**src/rtl/i2c_reg_access.sv**
```systemverilog
// Expands one register read/write request into the START/WRITE/READ/STOP byte
// command stream for i2c_master; one command outstanding, aborts on NACK.
module i2c_reg_access #(
  parameter int REG_ADDR_BYTES = 1,
  parameter int DATA_BYTES     = 1
) (
  input  logic                      i_clk,
  input  logic                      i_rst,
  input  logic                      i_req_valid,
  output logic                      o_req_ready,
  input  logic                      i_req_rnw,
  input  logic [6:0]                i_req_dev_addr,
  input  logic [8*REG_ADDR_BYTES-1:0] i_req_reg_addr,
  input  logic [8*DATA_BYTES-1:0]   i_req_wdata,
  output logic                      o_rsp_valid,
  input  logic                      i_rsp_ready,
  output logic [8*DATA_BYTES-1:0]   o_rsp_rdata,
  output logic                      o_rsp_nack,
  output logic                      o_cmd_valid,
  input  logic                      i_cmd_ready,
  output logic [1:0]                o_cmd_op,
  output logic [7:0]                o_cmd_wdata,
  output logic                      o_cmd_rd_nack,
  input  logic                      i_res_valid,
  input  logic [7:0]                i_res_rdata,
  input  logic                      i_res_nack,
  output logic                      o_busy
);
  localparam int RAB = REG_ADDR_BYTES;
  localparam int DB  = DATA_BYTES;
  localparam logic [1:0] OP_START = 2'd0, OP_WRITE = 2'd1, OP_READ = 2'd2, OP_STOP = 2'd3;

  typedef enum logic [3:0] {
    S_IDLE, S_START, S_ADDR_W, S_REG, S_DATA_W, S_RESTART, S_ADDR_R, S_DATA_R, S_STOP, S_RESP
  } state_e;

  state_e            state_q, state_d;
  logic              pend_q, pend_d;
  logic [2:0]        cnt_q, cnt_d;
  logic              rnw_q, rnw_d;
  logic [6:0]        dev_q, dev_d;
  logic [8*RAB-1:0]  reg_q, reg_d;
  logic [8*DB-1:0]   wdata_q, wdata_d;
  logic [8*DB-1:0]   rdata_q, rdata_d;
  logic              nack_q, nack_d;

  logic              res_seen;
  logic              wr_nack;
  logic              last_reg;
  logic              last_dat;
  logic [8*DB-1:0]   rdata_sh;

  always_comb begin
    state_d = state_q;
    pend_d  = pend_q;
    cnt_d   = cnt_q;
    rnw_d   = rnw_q;
    dev_d   = dev_q;
    reg_d   = reg_q;
    wdata_d = wdata_q;
    rdata_d = rdata_q;
    nack_d  = nack_q;

    o_req_ready   = 1'b0;
    o_rsp_valid   = 1'b0;
    o_rsp_rdata   = '0;
    o_rsp_nack    = 1'b0;
    o_cmd_valid   = 1'b0;
    o_cmd_op      = OP_START;
    o_cmd_wdata   = 8'h00;
    o_cmd_rd_nack = 1'b0;
    o_busy        = (state_q != S_IDLE);

    res_seen = pend_q & i_res_valid;
    wr_nack  = res_seen & i_res_nack;
    last_reg = (cnt_q == 3'(RAB - 1));
    last_dat = (cnt_q == 3'(DB - 1));
    rdata_sh = rdata_q << 8;
    rdata_sh[7:0] = i_res_rdata;

    // Every state between IDLE and RESP issues exactly one command and waits for its result.
    if (state_q != S_IDLE && state_q != S_RESP) begin
      o_cmd_valid = ~pend_q;
      if (o_cmd_valid && i_cmd_ready) pend_d = 1'b1;
      if (res_seen) pend_d = 1'b0;
    end

    case (state_q)
      S_IDLE: begin
        o_req_ready = 1'b1;
        if (i_req_valid) begin
          rnw_d   = i_req_rnw;
          dev_d   = i_req_dev_addr;
          reg_d   = i_req_reg_addr;
          wdata_d = i_req_wdata;
          rdata_d = '0;
          nack_d  = 1'b0;
          cnt_d   = '0;
          pend_d  = 1'b0;
          state_d = S_START;
        end
      end
      S_START: begin
        o_cmd_op = OP_START;
        if (res_seen) state_d = S_ADDR_W;
      end
      S_ADDR_W: begin
        o_cmd_op    = OP_WRITE;
        o_cmd_wdata = {dev_q, 1'b0};
        if (res_seen) begin
          state_d = S_REG;
          cnt_d   = '0;
        end
      end
      S_REG: begin
        o_cmd_op    = OP_WRITE;
        o_cmd_wdata = reg_q[8*RAB-1 -: 8];
        if (res_seen) begin
          reg_d = reg_q << 8;
          cnt_d = cnt_q + 3'd1;
          if (last_reg) begin
            state_d = rnw_q ? S_RESTART : S_DATA_W;
            cnt_d   = '0;
          end
        end
      end
      S_DATA_W: begin
        o_cmd_op    = OP_WRITE;
        o_cmd_wdata = wdata_q[8*DB-1 -: 8];
        if (res_seen) begin
          wdata_d = wdata_q << 8;
          cnt_d   = cnt_q + 3'd1;
          if (last_dat) state_d = S_STOP;
        end
      end
      S_RESTART: begin
        o_cmd_op = OP_START;
        if (res_seen) state_d = S_ADDR_R;
      end
      S_ADDR_R: begin
        o_cmd_op    = OP_WRITE;
        o_cmd_wdata = {dev_q, 1'b1};
        if (res_seen) begin
          state_d = S_DATA_R;
          cnt_d   = '0;
        end
      end
      S_DATA_R: begin
        o_cmd_op      = OP_READ;
        o_cmd_rd_nack = last_dat;
        if (res_seen) begin
          rdata_d = rdata_sh;
          cnt_d   = cnt_q + 3'd1;
          if (last_dat) state_d = S_STOP;
        end
      end
      S_STOP: begin
        o_cmd_op = OP_STOP;
        if (res_seen) state_d = S_RESP;
      end
      S_RESP: begin
        o_rsp_valid = 1'b1;
        o_rsp_rdata = rdata_q;
        o_rsp_nack  = nack_q;
        if (i_rsp_ready) state_d = S_IDLE;
      end
      default: state_d = S_IDLE;
    endcase

    // A NACKed write byte abandons the remaining bytes and closes the bus.
    if (wr_nack && o_cmd_op == OP_WRITE) begin
      state_d = S_STOP;
      nack_d  = 1'b1;
      rdata_d = '0;
    end

    if (!o_cmd_valid) begin
      o_cmd_op      = OP_START;
      o_cmd_wdata   = 8'h00;
      o_cmd_rd_nack = 1'b0;
    end
  end

  always_ff @(posedge i_clk) begin
    if (i_rst) begin
      state_q <= S_IDLE;
      pend_q  <= 1'b0;
      cnt_q   <= '0;
      rnw_q   <= 1'b0;
      dev_q   <= '0;
      reg_q   <= '0;
      wdata_q <= '0;
      rdata_q <= '0;
      nack_q  <= 1'b0;
    end else begin
      state_q <= state_d;
      pend_q  <= pend_d;
      cnt_q   <= cnt_d;
      rnw_q   <= rnw_d;
      dev_q   <= dev_d;
      reg_q   <= reg_d;
      wdata_q <= wdata_d;
      rdata_q <= rdata_d;
      nack_q  <= nack_d;
    end
  end
endmodule

```
**config.mk**
```make
export PLATFORM = sky130hd
export DESIGN_NAME = i2c_reg_access
export DESIGN_NICKNAME = d
export VERILOG_FILES = /design/src/rtl/i2c_reg_access.sv
export SDC_FILE = /design/constraint.sdc
export NUM_CORES = 1
export LEC_CHECK = 0
export ABC_AREA = 1
export ABC_CLOCK_PERIOD_IN_PS = 2820
export BUFFER_PORTS_ARGS = -buffer_cell sky130_fd_sc_hd__buf_2
export CORE_ASPECT_RATIO = 0.5
export CORE_MARGIN = 2
export CORE_UTILIZATION = 56
export DETAILED_ROUTE_END_ITERATION = 8
export PLACE_DENSITY = 0.85
export SLEW_MARGIN = 10
export SYNTH_ARGS = -nofsm -noshare
export SYNTH_HDL_FRONTEND = slang
export SYNTH_SLANG_ARGS = --single-unit
```
**constraint.sdc**
```tcl
create_clock -name i_clk -period 2.82 [get_ports i_clk]
set_input_delay 0.282 -clock i_clk [delete_from_list [all_inputs] [get_ports i_clk]]
set_output_delay 0.282 -clock i_clk [all_outputs]
set_load 0.05 [all_outputs]
```
=== Word-level counts from Yosys, hierarchy flattened ===
Cells that the tools add are included.

* Add/subtract/negate cells: 1
* Equality and inequality tests: 36
* Muxes and demuxes: 47
* Bitwise logic cells: 3
* Reduce and logical (&&, ||, !) cells: 24

{| class="wikitable"
|+ Operators with widths
! operator !! number
|-
| 8-bit two-way mux || 7
|-
| 4-bit two-way mux || 12
|-
| 8-bit case mux with 2 select lines || 3
|-
| 4-bit case mux with 9 select lines || 1
|-
| 8-bit case mux with 4 select lines || 1
|-
| 3-bit inequality test (second input constant) || 9
|-
| 2-bit inequality test (second input constant) || 11
|-
| 11-bit AND reduction || 2
|-
| 4-bit by 3-bit equality test with 1-bit output (second input constant) || 4
|-
| 1-bit two-way mux || 15
|-
| 3-bit two-way mux || 5
|-
| 3-bit case mux with 4 select lines || 1
|-
| 2-bit nonzero test || 5
|-
| 3-bit AND reduction || 3
|-
| 4-bit by 2-bit equality test with 1-bit output (second input constant) || 2
|-
| 4-bit equality test (second input constant) || 2
|-
| 4-bit nonzero test || 2
|-
| 2-bit by 1-bit inequality test with 1-bit output (second input constant) || 3
|-
| 3-bit by 1-bit inequality test with 1-bit output (second input constant) || 2
|-
| 2-bit case mux with 3 select lines || 1
|-
| 2-bit OR reduction || 3
|-
| 5-bit AND reduction || 1
|-
| 4-bit by 1-bit equality test with 1-bit output (second input constant) || 1
|-
| 4-bit zero test || 1
|-
| 10 further kinds || 14
|}

* Register bits after elaboration: 41
* Input port bits: 39
* Output and inout port bits: 24
* Logic and storage cells: 121

=== Logic depth before layout (Yosys ltp) ===
Gate-level depths: netlist (run 1).

* Depth after elaboration: 7
* Mapped depth: 11
* Mapped depth without buffers: 11

=== Least setup slack after synthesis (run 1) ===
No wires, ideal clock.

* Kind: reg-to-output
* Start: register state_q[1]
* End: output o_cmd_rd_nack
* Arrival time: 2.385 ns
* Required time: 2.538 ns
* Slack: 0.153 ns
* Stages on the path, launching flop included: 9
* Path buffers: 0
* Cell sequence: dfxtp_1 -> inv_2 -> nand2_2 -> nor2_4 -> inv_2 -> nand2_1 -> nor2_4 -> inv_2 -> nor4_2

* Cells in the longest elaborated chain, start to end: 4
* Elaborated cells on any way between the ends: 7
* Classes of those cells: 2 x eq/ne; 3 x mux; 2 x reduce/logical

{| class="wikitable"
|+ RTL lines
! what !! line !! RTL
|-
| start: declaration || 37 || <nowiki>state_e state_q, state_d;</nowiki>
|-
| start signal: assignment || 196 || <nowiki>state_q <= state_d;</nowiki>
|-
| 4-bit nonzero test || - ||
|-
| named net o_busy || 27 || <nowiki>output logic o_busy</nowiki>
|-
| 1-bit logical AND || 82 || <nowiki>if (state_q != S_IDLE && state_q != S_RESP) begin</nowiki>
|-
| 1-bit two-way mux || 82 ||
|-
| named net o_cmd_valid || 19 || <nowiki>output logic o_cmd_valid,</nowiki>
|-
| 1-bit two-way mux || 177 || <nowiki>if (!o_cmd_valid) begin</nowiki>
|-
| end: declaration || 23 || <nowiki>output logic o_cmd_rd_nack,</nowiki>
|}

The timed path passes the listed nets, and every way through them passes these cells.

=== Final worst setup path (run 1) ===
* Start: register state_q[3]
* End: output o_cmd_rd_nack

* Cells in the longest elaborated chain, start to end: 4
* Elaborated cells on any way between the ends: 7
* Classes of those cells: 2 x eq/ne; 3 x mux; 2 x reduce/logical

{| class="wikitable"
|+ RTL lines
! what !! line
|-
| 4-bit inequality test / 4-bit nonzero test (equally long branches) || 82
|-
| 1-bit logical AND || 82
|-
| 1-bit two-way mux || 82
|-
| 1-bit two-way mux (*) || 177
|}

Every way passes the cells marked *; elsewhere a longest branch is shown, timed or not.

==> results of run 1 <==
## critical path: stages (launching register included)
cell	delay, ns
dfxtp_1	0.39
inv_1	0.14
nor2_2	0.07
nand2_1	0.33
nand2_1	0.18
nor2_4	0.21
inv_2	0.11
nor4_2	0.13
buf_2	0.29
## cells by family (layout without fill, tap and decap cells)
logic type	Yosys count	after routing
AO/OA/AOI/OAI	68	68
XOR/XNOR	2	2
adder cells (fa/ha/maj)	2	2
buffers and inverters	62	123
flip-flops	41	41
AND/OR/NAND/NOR	141	141
## flip-flops by register name, summed over array words and instances, names as in the netlist
| signal | count |
|---|---|
| nack_q | 1 |
| pend_q | 1 |
| rnw_q | 1 |
| rdata_q | 8 |
| wdata_q | 8 |
| cnt_q | 3 |
| reg_q | 8 |
| state_q | 4 |
| dev_q | 7 |
## metal layers
layer | wire, um | part of all wire | vias up
li1 | - | - | 1137
met1 | 2260 | 0.43 | 959
met2 | 2460 | 0.47 | 79
met3 | 433 | 0.083 | 8
met4 | 46 | 0.0088 | 0
met5 | 0 | 0 | -
## final cells by class
| class | count | area, um2 | share of cell area |
|---|---|---|---|
| Sequential cell | 41 | 821 | 0.316 |
| Multi-Input combinational cell | 213 | 1110 | 0.427 |
| Tap cell | 51 | 63.8 | 0.0246 |
| Clock buffer | 5 | 68.8 | 0.0265 |
| Clock inverter | 3 | 21.3 | 0.00819 |
| Inverter | 52 | 195 | 0.0752 |
| Timing Repair Buffer | 63 | 318 | 0.122 |
## worst max-delay path by stage
| stage | end | slack (ns) | cells past startpoint |
|---|---|---|---|
| 6_report | o_cmd_rd_nack | 0.38 | 8 |
| 4_1_cts | o_cmd_rd_nack | 0.39 | 8 |
| 5_1_grt | o_cmd_rd_nack | 0.21 | 8 |
| 3_5_place_dp | o_cmd_rd_nack | 0.73 | 8 |
| 2_1_floorplan | o_cmd_rd_nack | 0.15 | 8 |
| 3_3_place_gp | o_cmd_rd_nack | 0.76 | 8 |
## power breakdown
part	internal, mW	switching [mW]
registers	0.694	0.0706
logic	0.322	0.882
clock network	0.176	0.215
total	1.19	1.17
## layout by cell type (no fill, tap or decap), drive strengths merged
cell	Yosys	routed
nand2	73	73
buf	6	63
inv	52	53
dfxtp	41	41
a21oi	38	38
nand3	37	37
nor2	27	27
o21ai	20	20
o211ai	8	8
clkbuf	4	5
ha	2	2
nor4	1	1
nand3b	1	1
nand4	1	1
o221ai	1	1
xor2	1	1
a211oi	1	1
xnor2	1	1
nor3	1	1
clkinv	0	1
clkinvlp	0	1
==> results.md, run 1 <==
- Run status: finished clean
- Commonest cells post-synth: nand2_1, dfxtp_1, inv_1
- Port Buffers: 62
- Largest cells by area after synthesis: dfxtp_1, nand2_1, a21oi_1
- Slew @ Worst Pin: 0.774 ns
- Share of cells above drive strength 1: 0.279
- Final Max Tran Viols: 0
- Max_cap viols: 0
- Post-synthesis async set-or-reset flop share: 0
- Dpl cells: 420
- First-pass GRT wire length: 8350 um
- #FFs+latches synth: 41
- Die Y: 48.2 um
- Top_reg_cell synth: dfxtp_1
- # IOs: 63
- Crit path DAT: 2.16 ns
- Critical path class: reg2out
- Worst IR Drop VDD: 0.412 mV
- Final setup viols: 0
- Area grow syn2layout: 18.6%
- Max Freq: 410 MHz
- Worst hold path class: in2reg
- Xor and xnor fraction of the mapped netlist area: 0.00800
- Syn Std Cell Area: 2190 um2
- Cell with the most instances after synthesis: nand2_1
- Routed WL per cell: 12.2 um
- Combinational family with the most area after synthesis: simple AND/OR/NAND/NOR gates
- RD Place Congestion: 0.948
- CTS clk-pin slew, worst paths: 0.08 ns
- # diodes: 0
- Crit start category: register
- EDFF count, synth: 0
- GR Util met1: 0.284
- Crit-path max FO: 12
- CTS Sinks: 41
- Die W: 92.4 um
- Vias in the first global route: 1925
- Antenna violations before repair: 0
- Die Area: 4450 um2
- DRT antenna net count: 0
- Multiplexer share of the synthesized area: 0
- Rows: 15
- Post-place setup slack: 0.727 ns
- Simple-gate share of the synthesized area: 0.316
- # fillers: 293
- # nets final: 417
- Complex-gate fraction of the synthesized area: 0.171
- Average size of a mapped cell: 6.93 um2
- Synth warn: 0
- Core outline area: 3580 um2
- Reg-to-reg critical path endpoint: state_q[0]
- Final Hold Vio Count: 0
- Critical Path RT: 2.54 ns
- Number of iterations in the first detailed-routing pass: 4
- Setup ws final: 0.378 ns
- CP endpoint kind: output port
- Routed vias: 2183
- Fin crit share: 0.866
- Global route overflow: 0
- Synth cell types: 32
- Min-delay src: i_res_rdata[2]
- Final Instance Area: 2600 um2
- Hold buffers post-CTS: 0
- Synth top area share: 0.375
- Starting Density: 0.610
- Initial DRC Count: 128
- Total power: 2.36 mW
- R2R Setup Slk: 0.94 ns
- Worst-skew pair later-pin latency: 0.30 ns
- Skew final: 0.00874 ns
- Post-DP HPWL: 4060 um
- Final min period: 2.44 ns
- Total GRT Usage: 0.245
- RSZ-0062 raised after global routing: no
- R2R Path Start: state_q[2]
- Top Usage Layer GRT: met2
- Vias per std cell: 5.10
- Biggest area consumer among synthesized cells: dfxtp_1
- Slew Limit Headroom: 0.482
- Clock Path Buffers: 2
- Drt drc: 0
- R2R depth: 9
- WHS Path Cells: 3
- Placed cell area: 2510 um2
- TritonCTS clock tree: yes
- Final hold slack: 0.238 ns
- Fin util: 0.724
- Leak: 1.23 nW
- Met3 GRT Util: 0.0773
- Post-CTS Resized: 0
- Largest net degree at the start of global routing: 22
- Syn_nets: 357
- Hold EP: rdata_q[2]
- Critical path launch point: state_q[3]
- Met2 track demand over resource: 0.466
- Finished Layout Cells: 428
- Sequential area share after synthesis: 0.375
- Pwr/cell area: 909 nW/um2
- H-tree depth: 2
- DRT Wirelength: 5210 um
- Synth Area in Adders: 0.0114
- Post-CTS setup buffers: 0
- Cells after synthesis: 316
- Num CTS Buffers: 5
- Root Buffer: clkbuf_8
- Total negative slack: 0 ns
(Power assumes the default switching activity.)
==> run 2, diff against run 1 <==
--- a/config.mk
+++ b/config.mk
@@ -13,6 +13,7 @@
 export CORE_UTILIZATION = 56
 export DETAILED_ROUTE_END_ITERATION = 8
 export PLACE_DENSITY = 0.85
+export RECOVER_POWER = 100
 export SLEW_MARGIN = 10
 export SYNTH_ARGS = -nofsm -noshare
 export SYNTH_HDL_FRONTEND = slang
==> results.md, run 2 (same netlist as run 1, synthesis figures left out) <==
- Crit path DAT: 2.25 ns (+0.09 ns)
- Crit path top cell by count: nand2_1
- Area grow syn2layout: 15.7%
- Core outline area: 3580 um2 (unchanged)
- Met2 track demand over resource: 0.466 (unchanged)
- Drt drc: 0 (unchanged)
- Buffers and inverters on the worst path: 3 (unchanged)
- Crit start category: register
- Max Freq: 395 MHz (-3.7%)
- H-tree depth: 2 (unchanged)
- Commonest non-fill, non-tap cell in the layout: nand2_1
- Total GRT Usage: 0.245 (unchanged)
- Hold buffers post-CTS: 0 (unchanged)
- Pwr/cell area: 901 nW/um2 (-0.92%)
- Met3 GRT Util: 0.0773 (unchanged)
- Fin crit share: 0.899 (+0.0330)
- Starting Density: 0.610 (unchanged)
- Crit-path max FO: 12 (unchanged)
- Number of iterations in the first detailed-routing pass: 5 (+1)
- RSZ-0062 raised after global routing: no
- DRT Wirelength: 5240 um (+0.63%)
- # IOs: 63 (unchanged)
- NetSw: 1.13 mW (-3.0%)
- Combinational cell fraction of total power: 0.493 (-0.017)
- Final Hold Vio Count: 0 (unchanged)
- Run status: finished clean
- Slew @ Worst Pin: 0.780 ns (+0.00647 ns)
- Slew Limit Headroom: 0.478 (-0.00433)
- CTS clk-pin slew, worst paths: 0.08 ns (about the same)
- Routed WL per cell: 12.2 um (+0.63%)
- Crit-path leading delay family: simple AND/OR/NAND/NOR gates
- Vias in the first global route: 1925 (unchanged)
- TritonCTS clock tree: yes
- # nets final: 417 (unchanged)
- Post-CTS setup buffers: 0 (unchanged)
- Total negative slack: 0 ns (unchanged)
- Net Sw Frac: 0.497 (+0.00225)
- Most frequent cells in the layout: nand2_1, inv_1, dfxtp_1
- Critical path class: reg2out
- Int Power: 1.15 mW (-3.8%)
- Skew final: 0.00906 ns (+0.000318 ns)
- Die Area: 4450 um2 (unchanged)
- Slowest stage cell, crit path: clkbuf_1
- Global route overflow: 0 (unchanged)
- First-pass GRT wire length: 8350 um (unchanged)
- Flop pwr share: 0.335 (+0.011)
- Biggest regs: rdata_q: 8 flops, reg_q: 8 flops, wdata_q: 8 flops
- Final setup viols: 0 (unchanged)
- Port Buffers: 62 (unchanged)
- Largest net degree at the start of global routing: 22 (unchanged)
- Worst hold path class: in2reg
- Routed vias: 2185 (+0.092%)
- Clock share of power: 0.172 (+0.006)
- RD Place Congestion: 0.948 (unchanged)
- Vias per std cell: 5.11 (about the same)
- GR Util met1: 0.284 (unchanged)
- CTS Sinks: 41 (unchanged)
- Crit path cell chain: inv_1, nor2_2, nand2_1, nand2_1, nor2_4, nand2_1, inv_1, clkbuf_1
- Rows: 15 (unchanged)
- Worst IR Drop VDD: 0.411 mV (-0.16%)
- Root Buffer: clkbuf_8
- Worst-skew pair later-pin latency: 0.30 ns (about the same)
- Top Usage Layer GRT: met2
- Max_cap viols: 0 (unchanged)
- Num CTS Buffers: 5 (unchanged)
- DRT antenna net count: 0 (unchanged)
- Initial DRC Count: 135 (+5.5%)
- Die W: 92.4 um (unchanged)
- # diodes: 0 (unchanged)
- Critical Path RT: 2.54 ns (about the same)
- CP endpoint kind: output port
- Share of cells above drive strength 1: 0.202 (-0.0769)
- Post-DP HPWL: 4060 um (unchanged)
- CP peak stage delay: 0.47 ns (+0.08 ns)
- Die Y: 48.2 um (unchanged)
- Clock Path Buffers: 2 (unchanged)
- Placed cell area: 2510 um2 (unchanged)
- Leak: 1.14 nW (-7.4%)
- Final Max Tran Viols: 0 (unchanged)
- Final min period: 2.53 ns (+0.0931 ns)
- Post-CTS Resized: 0 (unchanged)
- Antenna violations before repair: 0 (unchanged)
- Final Instance Area: 2530 um2 (-2.5%)
run 2: path summary, 6_finish.rpt:
path	start	endpoint	slack, ns	cells after the start
max	state_q[3]	o_cmd_wdata[1]	0.29	8
min	i_res_rdata[2]	rdata_q[2]	0.24	3
min reg2reg	dev_q[4]	dev_q[4]	0.46	2
max reg2reg	state_q[1]	reg_q[3]	0.50	7
run 2: power groups by stage:
stage / combinational (mW) / sequential (mW) / clock (mW)
floorplan: 0.987 / 0.763 / 0
global placement: 1.17 / 0.772 / 0
detailed placement: 1.19 / 0.776 / 0
CTS: 1.20 / 0.763 / 0.398
global route: 1.24 / 0.776 / 0.427
finish: 1.12 / 0.764 / 0.392
run 2: layout make-up:
type / instances / area, um2
Multi-Input combinational cell: 213 / 1070
Clock inverter: 3 / 21.3
Tap cell: 51 / 63.8
Clock buffer: 5 / 68.8
Fill cell: 316 / 1050
Inverter: 52 / 195
Sequential cell: 41 / 821
Timing Repair Buffer: 63 / 294
run 2: worst reg2reg max path, stage by stage, from the launching register on:
cell	delay, ns
dfxtp_1	0.38
inv_1	0.13
nand2_1	0.12
nor2_1	0.26
nand2_1	0.48
inv_1	0.55
nand3_1	0.18
a21oi_1	0.17
run 2: per-layer routing:
layer / part of all wire / wire length (um) / vias up
li1: - / - / 1135
met1: 0.44 / 2310 / 958
met2: 0.47 / 2450 / 90
met3: 0.088 / 459 / 2
met4: 0.0046 / 24 / 0
met5: 0 / 0 / -
run 2: through the flow:
step           std cells  hold slack, ns  total power, mW   util  setup slack [ns]
2_1_floorplan        316           0.429             1.75      -             0.153
3_3_place_gp         420           0.449             1.94  0.699             0.759
3_5_place_dp         420           0.452             1.96  0.699             0.727
4_1_cts              428           0.240             2.36  0.724             0.394
5_1_grt              428           0.251             2.45  0.706             0.112
6_report             428           0.240             2.28  0.706             0.285
==> run 3, diff against run 2 <==
--- a/config.mk
+++ b/config.mk
@@ -5,14 +5,13 @@
 export SDC_FILE = /design/constraint.sdc
 export NUM_CORES = 1
 export LEC_CHECK = 0
-export ABC_AREA = 1
 export ABC_CLOCK_PERIOD_IN_PS = 2820
 export BUFFER_PORTS_ARGS = -buffer_cell sky130_fd_sc_hd__buf_2
 export CORE_ASPECT_RATIO = 0.5
 export CORE_MARGIN = 2
-export CORE_UTILIZATION = 56
+export CORE_UTILIZATION = 55
 export DETAILED_ROUTE_END_ITERATION = 8
-export PLACE_DENSITY = 0.85
+export PLACE_DENSITY = 0.84
 export RECOVER_POWER = 100
 export SLEW_MARGIN = 10
 export SYNTH_ARGS = -nofsm -noshare
==> results.md, run 3 <==
- Finished Layout Cells: 378 (-12%)
- Share of cells above drive strength 1: 0.241 (+0.0391)
- Antenna violations before repair: 0 (unchanged)
- CTS Sinks: 41 (unchanged)
- Slew Limit Headroom: 0.319 (-0.159)
- Post-place setup slack: 0.500 ns (-0.227 ns)
- Routed vias: 2206 (+0.96%)
- Vias per std cell: 5.84 (+14%)
- Drt drc: 0 (unchanged)
- Min-delay src: i_req_dev_addr[3]
- Biggest regs: rdata_q: 8 flops, reg_q: 8 flops, wdata_q: 8 flops
- Pwr/cell area: 803 nW/um2 (-11%)
- Cell with the most instances after synthesis: dfxtp_1
- Reg-to-reg critical path endpoint: reg_q[2]
- Slew @ Worst Pin: 1.01 ns (+0.232 ns)
- Clock Path Buffers: 2 (unchanged)
- RSZ-0062 raised after global routing: no
- First-pass GRT wire length: 8990 um (+7.7%)
- Die Area: 4520 um2 (+1.5%)
- # fillers: 347 (+9.8%)
- Commonest cells post-synth: dfxtp_1, nor2_1, a22oi_1, nand2_1, a21oi_1
- R2R Path Start: state_q[2]
- Starting Density: 0.565 (-0.0454)
- Multiplexer share of the synthesized area: 0 (unchanged)
- Most frequent cells in the layout: dfxtp_1, buf_2, nor2_1
- Average size of a mapped cell: 8.12 um2 (+17%)
- Core outline area: 3860 um2 (+7.8%)
- Biggest area consumer among synthesized cells: dfxtp_1
- # IOs: 63 (unchanged)
- Dpl cells: 370 (-12%)
- Final Max Tran Viols: 0 (unchanged)
- #FFs+latches synth: 41 (unchanged)
- # nets final: 364 (-13%)
- EDFF count, synth: 0 (unchanged)
- Hold EP: dev_q[3]
- Initial DRC Count: 176 (+30%)
- Final Hold Vio Count: 0 (unchanged)
- Root Buffer: clkbuf_8
- Run status: finished clean
- Sequential area share after synthesis: 0.376 (+0.000860)
- WHS Path Cells: 3 (unchanged)
- Final Instance Area: 2560 um2 (+1.1%)
- DRT Wirelength: 5430 um (+3.7%)
- Worst IR Drop VDD: 0.329 mV (-20%)
- Synth cell types: 44 (+38%)
- H-tree depth: 2 (unchanged)
- Leak: 0.989 nW (-13%)
- Total negative slack: 0 ns (unchanged)
- # diodes: 0 (unchanged)
- Setup ws final: 0.184 ns (-0.101 ns)
- R2R depth: 5 (-2)
- Synth warn: 0 (unchanged)
- Largest net degree at the start of global routing: 32 (+45%)
- Combinational family with the most area after synthesis: simple AND/OR/NAND/NOR gates
- Routed WL per cell: 14.4 um (+17%)
- Critical Path RT: 2.54 ns (about the same)
- DRT antenna net count: 0 (unchanged)
- Number of iterations in the first detailed-routing pass: 5 (unchanged)
- Synth Area in Adders: 0.0115 (+0.0000262)
- Crit-path max FO: 22 (+10)
- Largest cells by area after synthesis: dfxtp_1, a22oi_1, nor2_1
- Syn Std Cell Area: 2180 um2 (-0.23%)
- CTS clk-pin slew, worst paths: 0.08 ns (about the same)
- RD Place Congestion: 0.853 (-10%)
- Post-synthesis async set-or-reset flop share: 0 (unchanged)
- Placed cell area: 2500 um2 (-0.40%)
- Worst hold path class: in2reg
- Fin crit share: 0.935 (+0.0359)
- Final setup viols: 0 (unchanged)
- Die Y: 48.6 um (+0.72%)
- Vias in the first global route: 2013 (+4.6%)
- Cells after synthesis: 269 (-15%)
- Xor and xnor fraction of the mapped netlist area: 0.00401 (-0.00399)
- Total GRT Usage: 0.248 (+0.00319)
- Post-DP HPWL: 3760 um (-7.4%)
- Die W: 93.1 um (+0.76%)
- Num CTS Buffers: 5 (unchanged)
- Max Freq: 379 MHz (-3.8%)
- Port Buffers: 62 (unchanged)
- Area grow syn2layout: 17.2%
- CP endpoint kind: output port
- Simple-gate share of the synthesized area: 0.300 (-0.0165)
- Rows: 16 (+1)
- Critical path class: reg2out
- TritonCTS clock tree: yes
- R2R Setup Slk: 0.27 ns (-0.23 ns)
- Syn_nets: 310 (-13%)
- Skew final: 0.0106 ns (+0.00152 ns)
- Global route overflow: 0 (unchanged)
- Worst-skew pair later-pin latency: 0.30 ns (about the same)
- Complex-gate fraction of the synthesized area: 0.248 (+0.0772)
- Final min period: 2.64 ns (+0.101 ns)
- Max_cap viols: 0 (unchanged)
- Top_reg_cell synth: dfxtp_1
- Synth top area share: 0.376 (+0.000860)
- Crit start category: register
- Crit path DAT: 2.35 ns (+0.10 ns)
- Commonest non-fill, non-tap cell in the layout: dfxtp_1
==> run 3: cells by family (layout without fill, tap and decap cells) <==
family	Yosys count	in the layout
AND/OR/NAND/NOR	119	119
AO/OA/AOI/OAI	79	79
flip-flops	41	41
buffers and inverters	27	82
adder cells (fa/ha/maj)	2	2
XOR/XNOR	1	1
==> run 3: cell type report <==
cell class | count | area (um2) | share of cell area
inverter | 6 | 22.5 | 0.00880
timing repair buffer | 68 | 348 | 0.136
tap | 54 | 67.6 | 0.0264
multi-input combinational | 201 | 1210 | 0.474
clock buffer | 5 | 68.8 | 0.0269
clock inverter | 3 | 17.5 | 0.00685
sequential | 41 | 821 | 0.321
==> run 3: per-layer routing <==
metal | wire (um) | track usage | up-vias
met5 | 0 | 0.0357 | -
met4 | 86 | 0.0711 | 0
met3 | 384 | 0.0670 | 12
met2 | 2560 | 0.409 | 83
met1 | 2410 | 0.321 | 1034
li1 | - | - | 1077
==> run 3: repair_timing <==
action                                  4_1_cts  5_1_grt
endpoints found under the setup margin        0       10
resized for setup                             0        1
buffers inserted                              0        0
hold buffers                                  0        0
==> run 3: where the power goes <==
part           switching, mW  total (mW)  internal, mW  leakage, nW
registers              0.112       0.773         0.662        0.334
clock network          0.217       0.388         0.171       0.0439
logic                  0.583       0.894         0.312        0.611
total                  0.911        2.06          1.14        0.989
==> run 3: stage by stage <==
stage	utilization	hold slack [ns]	total power, mW
floorplan	-	0.418	1.50
global placement	0.646	0.443	1.67
detailed placement	0.646	0.448	1.69
CTS	0.668	0.217	2.08
global route	0.662	0.224	2.18
finish	0.662	0.220	2.06
==> run 3: worst max path at each step <==
stage,cells after the start,endpoint,startpoint
6_report,3,o_req_ready,state_q[2]
4_1_cts,4,o_rsp_rdata[4],state_q[0]
5_1_grt,4,o_cmd_wdata[7],state_q[2]
3_3_place_gp,4,o_rsp_rdata[0],state_q[0]
2_1_floorplan,5,o_rsp_nack,state_q[3]
3_5_place_dp,4,o_rsp_rdata[4],state_q[0]
==> run 3: worst max-delay path: stages, from the launching register on <==
cell      delay, ns
dfxtp_1        0.57
clkbuf_2       0.28
nor4_1         0.79
buf_2          0.41
